<file path="src/rtl/mask_row_sequencer.sv">
`default_nettype none
// ============================================================================
//  Module   : mask_row_sequencer
//  Purpose  : Per-frame row scheduler from repeat/sliding/random mask sources
//             to the mask generator through a one-entry output register.
//  Options  : MASK_SEQ_CHECKSUM_EN adds frame_checksum (XOR of frame rows).
//  Revision : 1.0 - initial release
// ============================================================================
module mask_row_sequencer #(
  parameter int ROW_W = 32,
  parameter int H_W   = 11
) (
  input  logic             clk,
  input  logic             rst_n,
  input  logic             clk_en,
  input  logic [1:0]       mask_type,
  input  logic [H_W-1:0]   image_sensor_h,
  input  logic             frame_start,
  input  logic             frame_abort,
  input  logic [2:0]       src_valid,
  input  logic [ROW_W-1:0] rp_row,
  input  logic [ROW_W-1:0] sp_row,
  input  logic [ROW_W-1:0] rm_row,
  output logic [2:0]       src_ready,
  output logic             mg_valid,
  output logic [ROW_W-1:0] mg_row,
  output logic [H_W-1:0]   mg_row_idx,
  input  logic             mg_ready,
  output logic             busy,
  output logic             frame_done,
`ifdef MASK_SEQ_CHECKSUM_EN
  output logic [ROW_W-1:0] frame_checksum,
`endif
  output logic             err_bad_type
);

  typedef enum logic [1:0] {
    S_IDLE  = 2'd0,
    S_RUN   = 2'd1,
    S_FLUSH = 2'd2,
    S_DONE  = 2'd3
  } state_t;

  state_t           r_state;
  logic [1:0]       r_sel;
  logic [H_W-1:0]   r_h;
  logic [H_W-1:0]   r_cnt;

  logic             w_can_load;
  logic             w_take;
  logic             w_accept;
  logic             w_last;
  logic             w_start_ok;
  logic [ROW_W-1:0] w_sel_row;

  assign w_can_load = ~mg_valid | mg_ready;
  assign w_take     = mg_valid & mg_ready;
  assign w_last     = (r_cnt == (r_h - H_W'(1)));
  assign w_start_ok = (r_state == S_IDLE) & frame_start & (mask_type != 2'b11);
  assign busy       = (r_state != S_IDLE);
  assign frame_done = (r_state == S_DONE);

  // Ready is withheld during an abort so no source row is lost to a dropped accept.
  always_comb begin
    src_ready = 3'b000;
    if (clk_en && !frame_abort && (r_state == S_RUN) && w_can_load) begin
      case (r_sel)
        2'd0:    src_ready = 3'b001;
        2'd1:    src_ready = 3'b010;
        2'd2:    src_ready = 3'b100;
        default: src_ready = 3'b000;
      endcase
    end
  end

  always_comb begin
    case (r_sel)
      2'd0:    w_sel_row = rp_row;
      2'd1:    w_sel_row = sp_row;
      default: w_sel_row = rm_row;
    endcase
  end

  assign w_accept = |(src_valid & src_ready);

  always_ff @(posedge clk or negedge rst_n) begin
    if (!rst_n) begin
      r_state      <= S_IDLE;
      r_sel        <= 2'd0;
      r_h          <= '0;
      r_cnt        <= '0;
      mg_valid     <= 1'b0;
      mg_row       <= '0;
      mg_row_idx   <= '0;
      err_bad_type <= 1'b0;
    end else if (clk_en) begin
      if (frame_abort) begin
        r_state  <= S_IDLE;
        mg_valid <= 1'b0;
      end else begin
        case (r_state)
          S_IDLE: begin
            if (frame_start) begin
              if (mask_type == 2'b11) begin
                err_bad_type <= 1'b1;
              end else if (image_sensor_h == '0) begin
                r_state <= S_DONE;
              end else begin
                r_sel   <= mask_type;
                r_h     <= image_sensor_h;
                r_cnt   <= '0;
                r_state <= S_RUN;
              end
            end
          end
          S_RUN: begin
            if (w_accept) begin
              mg_row     <= w_sel_row;
              mg_row_idx <= r_cnt;
              mg_valid   <= 1'b1;
              r_cnt      <= r_cnt + H_W'(1);
              if (w_last) begin
                r_state <= S_FLUSH;
              end
            end else if (w_take) begin
              mg_valid <= 1'b0;
            end
          end
          S_FLUSH: begin
            if (w_take) begin
              mg_valid <= 1'b0;
              r_state  <= S_DONE;
            end
          end
          default: begin
            r_state <= S_IDLE;
          end
        endcase
      end
    end
  end

`ifdef MASK_SEQ_CHECKSUM_EN
  logic [ROW_W-1:0] r_checksum;

  always_ff @(posedge clk or negedge rst_n) begin
    if (!rst_n) begin
      r_checksum <= '0;
    end else if (clk_en) begin
      if (frame_abort || w_start_ok) begin
        r_checksum <= '0;
      end else if (w_accept) begin
        r_checksum <= r_checksum ^ w_sel_row;
      end
    end
  end

  assign frame_checksum = r_checksum;
`endif

endmodule
`default_nettype wire

</file>
<file path="config.mk">
export PLATFORM = sky130hd
export DESIGN_NAME = mask_row_sequencer
export DESIGN_NICKNAME = d
export VERILOG_FILES = /design/src/rtl/mask_row_sequencer.sv
export SDC_FILE = /design/constraint.sdc
export NUM_CORES = 1
export LEC_CHECK = 0
export ABC_AREA = 1
export BUFFER_PORTS_ARGS = -buffer_cell sky130_fd_sc_hd__buf_2
export CAP_MARGIN = 20
export CORE_UTILIZATION = 50
export CTS_CLUSTER_SIZE = 25
export DETAILED_ROUTE_END_ITERATION = 12
export PLACE_DENSITY = 0.88
export SLEW_MARGIN = 30
export SYNTH_ARGS = -nofsm -noshare
export SYNTH_HDL_FRONTEND = slang
export SYNTH_SLANG_ARGS = --single-unit
</file>
<file path="constraint.sdc">
create_clock -name clk -period 2.8 [get_ports clk]
set_input_delay 0.28 -clock clk [delete_from_list [all_inputs] [get_ports clk]]
set_output_delay 0.28 -clock clk [all_outputs]
set_load 0.02 [all_outputs]
</file>
== Word-level counts from Yosys, hierarchy flattened ==
Index checks and enable logic that the tools add are counted.

* Bits of input ports: 118
* Bits in registers: 71
* Output and inout bits: 50
* Logic and storage cells: 70

* Bitwise operators: 7
* Mux-type cells: 20
* Reductions and logical operators: 17
* Add/sub/neg operators: 2
* Equality and inequality tests: 16

{| class="wikitable"
|+ Operators by type and width
! kind !! count
|-
| one-hot mux 32 bit (2 select lines) || 1
|-
| 2-to-1 mux 11 bit || 4
|-
| one-hot mux 11 bit (2 select lines) || 1
|-
| != test 3 bit (second input constant) || 5
|-
| 2-to-1 mux 2 bit || 7
|-
| AND reduction 6 bit || 2
|-
| adder 11 x 1 -> 11 bit (second input constant) || 1
|-
| == test 11 bit || 1
|-
| logical NOT 11 bit || 1
|-
| subtractor 11 x 1 -> 11 bit (second input constant) || 1
|-
| one-hot mux 3 bit (3 select lines) || 1
|-
| == test 2 bit (second input constant) || 4
|-
| != test 2 bit (second input constant) || 4
|-
| AND reduction 7 bit || 1
|-
| one-hot mux 2 bit (3 select lines) || 1
|-
| AND reduction 5 bit || 1
|-
| == test 2 x 1 -> 1 bit (second input constant) || 2
|-
| logical NOT 2 bit || 2
|-
| inverter 1 bit || 4
|-
| AND reduction 4 bit || 1
|-
| nonzero test 2 bit || 2
|-
| bitwise AND 3 bit || 1
|-
| logical AND 1 bit || 3
|-
| 2-to-1 mux 1 bit || 3
|-
| other kinds (8) || 8
|}

== Logic depth before layout (Yosys ltp) ==
* Depth after elaboration: 10
* Depth in mapped cells: 18
* Gate-level depth less buffers: 18

== Worst setup path after synthesis ==
OpenSTA, ideal clock, no wires.

* Path type: reg2reg
* Start point: register r_h[0]
* End point: register r_state[0]
* Slack: 966 ps
* Cell stages (with the launch flop): 18
* Arrival: 1712 ps
* Clock period less this slack: 1834 ps
* Cell sequence: dfrtp_1 -> inv_1 -> ha_1 -> nand2_1 -> nor2_1 -> nand3_1 -> nand2_1 -> nand2_1 -> inv_1 -> nand2_1 -> nor2_1 -> nand2_1 -> nand2_1 -> nand2_1 -> nand2_1 -> nand2_1 -> nand2_1 -> nand2_1

* Word-level cells in the longest chain between the ends: 4

{| class="wikitable"
|+ Ends and longest elaborated chain
! item !! line !! source
|-
| start: declaration || 46 || <nowiki>logic [H_W-1:0] r_h;</nowiki>
|-
| start signal: assignment || 110 || <nowiki>r_h <= image_sensor_h;</nowiki>
|-
| subtractor 11 x 1 -> 11 bit || 58 || <nowiki>assign w_last = (r_cnt == (r_h - H_W'(1)));</nowiki>
|-
| == test 11 bit || 58 ||
|-
| != test 3 bit (no line) || -- ||
|-
| AND reduction 6 bit (no line) || -- ||
|-
| end signal: assignment || 88 || <nowiki>r_state <= S_IDLE;</nowiki>
|-
| end signal: assignment || 98 || <nowiki>r_state <= S_IDLE;</nowiki>
|-
| end signal: assignment || 107 || <nowiki>r_state <= S_DONE;</nowiki>
|-
| end: declaration || 44 || <nowiki>state_t r_state;</nowiki>
|}

No other way between the ends.
A chain may end at the register's enable or synchronous reset.

== Final worst setup path ==
* Start point: register r_state[1]
* End point: register mg_valid

* Word-level cells in the longest chain between the ends: 9

{| class="wikitable"
|+ Ends and longest elaborated chain
! item !! line !! source
|-
| == test 2 x 1 -> 1 bit || 66, 101 ||
|-
| logical AND 1 bit (2 in a row) || 66 || <nowiki>if (clk_en && !frame_abort && (r_state == S_RUN) && w_can_load) begin</nowiki>
|-
| 2-to-1 mux 3 bit || 66 ||
|-
| bitwise AND 3 bit || 84 || <nowiki>assign w_accept = |(src_valid & src_ready);</nowiki>
|-
| OR reduction 3 bit || 84 ||
|-
| 2-to-1 mux 1 bit || 117 || <nowiki>if (w_accept) begin</nowiki>
|-
| one-hot mux 1 bit (2 select lines) || 101 || <nowiki>case (r_state)</nowiki>
|-
| 2-to-1 mux 1 bit || 97 || <nowiki>if (frame_abort) begin</nowiki>
|-
| end signal: assignment || 92 || <nowiki>mg_valid <= 1'b0;</nowiki>
|-
| end signal: assignment || 99 || <nowiki>mg_valid <= 1'b0;</nowiki>
|-
| end signal: assignment || 120 || <nowiki>mg_valid <= 1'b1;</nowiki>
|-
| end: declaration || 25 || <nowiki>output logic mg_valid,</nowiki>
|}

Several ways; a longest one is shown, not always the timed one.

==> metrics.yaml <==
drt:
  routed_wl_um: 11200
  drtAntennaViolNets: 0
  first_iter_violations: 204
  vias_per_cell: 5.38
  dr.pass1.iters: 5
  drcViolationCount: 0
  vias: 4302
  wl_per_cell_um: 14.1
placed_design:
  io_buffers: 167
  place_area_um2: 4900
  hpwl_um: 8550
  gp_congestion: 0.890
  placed_cells: 783
setup_path:
  max_stage_delay_ns: 0.42
  critPathRequiredTime_ns: 3.03
  worstReg2RegStart: "r_state[1]"
  worstPathCellList: "inv_1, ha_1, nand3_1, nor2_2, nand3_1, nand3_2, buf_4, a21oi_1, o32ai_1"
  cp_slowest_cell: "dfrtp_1"
  arrival_ns: 2.43
  cp-startpoint: "r_state[1]"
  reg2reg_setup_slack_ns: 0.61
  critPathMaxFanout: 43
  critPathLaunchType: "flop"
  crit_type: "flop to flop"
  crit_path_end_kind: "flop"
  timing.critical_path.mode_cell: "nand3_1"
global_route:
  grt_pass1_wl_um: 18800
  grt_max_degree: 48
  grt_overflow: 0
  antenna_found_initial: 1
  grt_util_all_layers: 0.287
  grt_pass1_vias: 4133
clocking:
  cts_root_buf: "clkbuf_8"
  cts_buffers: 9
  clkSlewWorstSetupHoldPaths_ns: 0.07
  clk_latency_ns: 0.33
  cts.repair.resized: 0
  htreeDepth: 3
  clk_path_buf_depth: 2
  cts_num_sinks: 71
  cts_tree: "done"
  cts_setup_buffers: 0
cells_and_area:
  mostFrequentLayoutCells: "178 x nand2_1, 167 x buf_2, 72 x nor2_1"
  instances_no_fill: 800
  nets: 817
  final_common_cell: "nand2_1"
  drive_gt1_frac: 0.286
  final_util: 0.662
  syn_to_final_growth_pct: 28.5
  final_cell_area_um2: 5090
die:
  die_area_um2: 8270
  dieWidth_um: 91.0
  pin_count: 168
  core_um2: 7690
  die_y_um: 91.0
  rows: 32
  start_util: 0.515
timing:
  whs_ns: 0.196
  period_needed_ns: 2.19
  slew_headroom: 0.603
  rsz0062_at_grt: "false"
  fin_worst_skew_ns: 0.00765
  finalHoldViolCount: 0
  worst_pin_slew_ns: 0.596
  final.period_utilization: 0.784
  slew_viol_final: 0
  setup_tns_ns: 0
  setup_viol: 0
  fmaxAchievable_mhz: 456
yosys:
  yosys.cell_types.count: 32
  syn_nets: 653
  synth_flop_cell: "dfrtp_1"
  synth.avg_cell_area_um2: 7.48
  netlist_area_um2: 3960
  synth_cells: 529
  async_flop_share: 1.00
  ys_seq_area_frac: 0.449
  ys_seq_elements: 71
  synth_warnings: 0
  synth_edf_count: 0
power:
  ir_drop_uv: 563
  leakage_nw: 2.60
  powerDensity_nw_per_um2: 884
hold_path:
  min_from: "image_sensor_h[9]"
  min_path_type: "input port to flop"
flow_run:
  cap_viol_max_count: 0
run_status:
  status: "finished clean"
## path summary, 6_finish.rpt
| kind | depth (start not counted) | to |
|---|---|---|
| setup / recovery | 9 | mg_valid |
| hold / removal | 2 | r_h[9] |
| setup reg to reg | 9 | mg_valid |
| hold reg to reg | 2 | mg_row_idx[9] |
| max in group asynchronous | 3 | mg_row[24] |
| min in group asynchronous | 2 | mg_row[5] |
## metrics by stage
stage,worst slack [ns],power [mW]
6_report,0.606,4.50
4_1_cts,0.620,4.50
2_1_floorplan,0.966,2.99
5_1_grt,0.342,4.81
3_5_place_dp,0.638,3.70
3_3_place_gp,0.763,3.63
## critical path, delay by kind of cell (launching register included)
kind,cells,cell delay [ns]
adder cells (fa/ha/maj),1,0.28
AND/OR/NAND/NOR,4,0.56
buffers and inverters,2,0.48
flip-flops,1,0.42
AO/OA/AOI/OAI,2,0.35
## sequential cells by signal, indices dropped and copies added (netlist names)
signal        count
r_state           2
r_h              11
r_cnt            11
err_bad_type      1
r_sel             2
mg_row_idx       11
mg_valid          1
mg_row           32
## cell type report
cell class / instances / area (µm²)
Antenna cell: 1 / 2.50
Fill cell: 658 / 2600
Clock buffer: 11 / 131
Multi-Input combinational cell: 392 / 1930
Clock inverter: 4 / 47.5
Timing Repair Buffer: 175 / 911
Sequential cell: 71 / 1780
Tap cell: 102 / 128
Inverter: 44 / 165
## cells in the mapped netlist (2+ instances only)
cell,count,area share
a21oi_1,16,0.020
a41oi_1,32,0.071
buf_1,2,0.0019
buf_2,8,0.010
clkbuf_1,12,0.011
dfrtp_1,71,0.45
ha_1,6,0.019
inv_1,38,0.036
inv_2,5,0.0047
mux2_2,2,0.0057
nand2_1,178,0.17
nand3_1,27,0.034
nor2_1,73,0.069
nor2_2,2,0.0032
nor3_1,8,0.010
nor4_1,5,0.0079
o21ai_0,13,0.016
o21ai_1,2,0.0025
o31ai_1,6,0.011
xor2_1,11,0.024
## cells by family after synthesis
| family | synth area share |
|---|---|
| buffers and inverters | 0.0651 |
| AOI/OAI and AO/OA | 0.135 |
| DFF | 0.449 |
| muxes | 0.00569 |
| xor gates and xnor gates | 0.0266 |
| and+or+nand+nor | 0.299 |
| adders and majority gates | 0.0190 |
## repair_timing
item                                    CTS  global route
endpoints found under the setup margin    0             0
endpoints found under the hold margin    24             0
hold buffers                              1             0
## per-layer routing
metal	wire [µm]	GRT usage	vias to the layer above
met5	0	0	-
met2	5760	0.485	206
li1	-	-	2078
met4	359	0.142	0
met1	4420	0.354	1983
met3	707	0.0494	35
## where the power goes
| part | internal [mW] | switching [mW] |
|---|---|---|
| combinational | 0.705 | 1.35 |
| clock | 0.405 | 0.373 |
| sequential | 1.38 | 0.285 |
(Power assumes the default switching activity.)
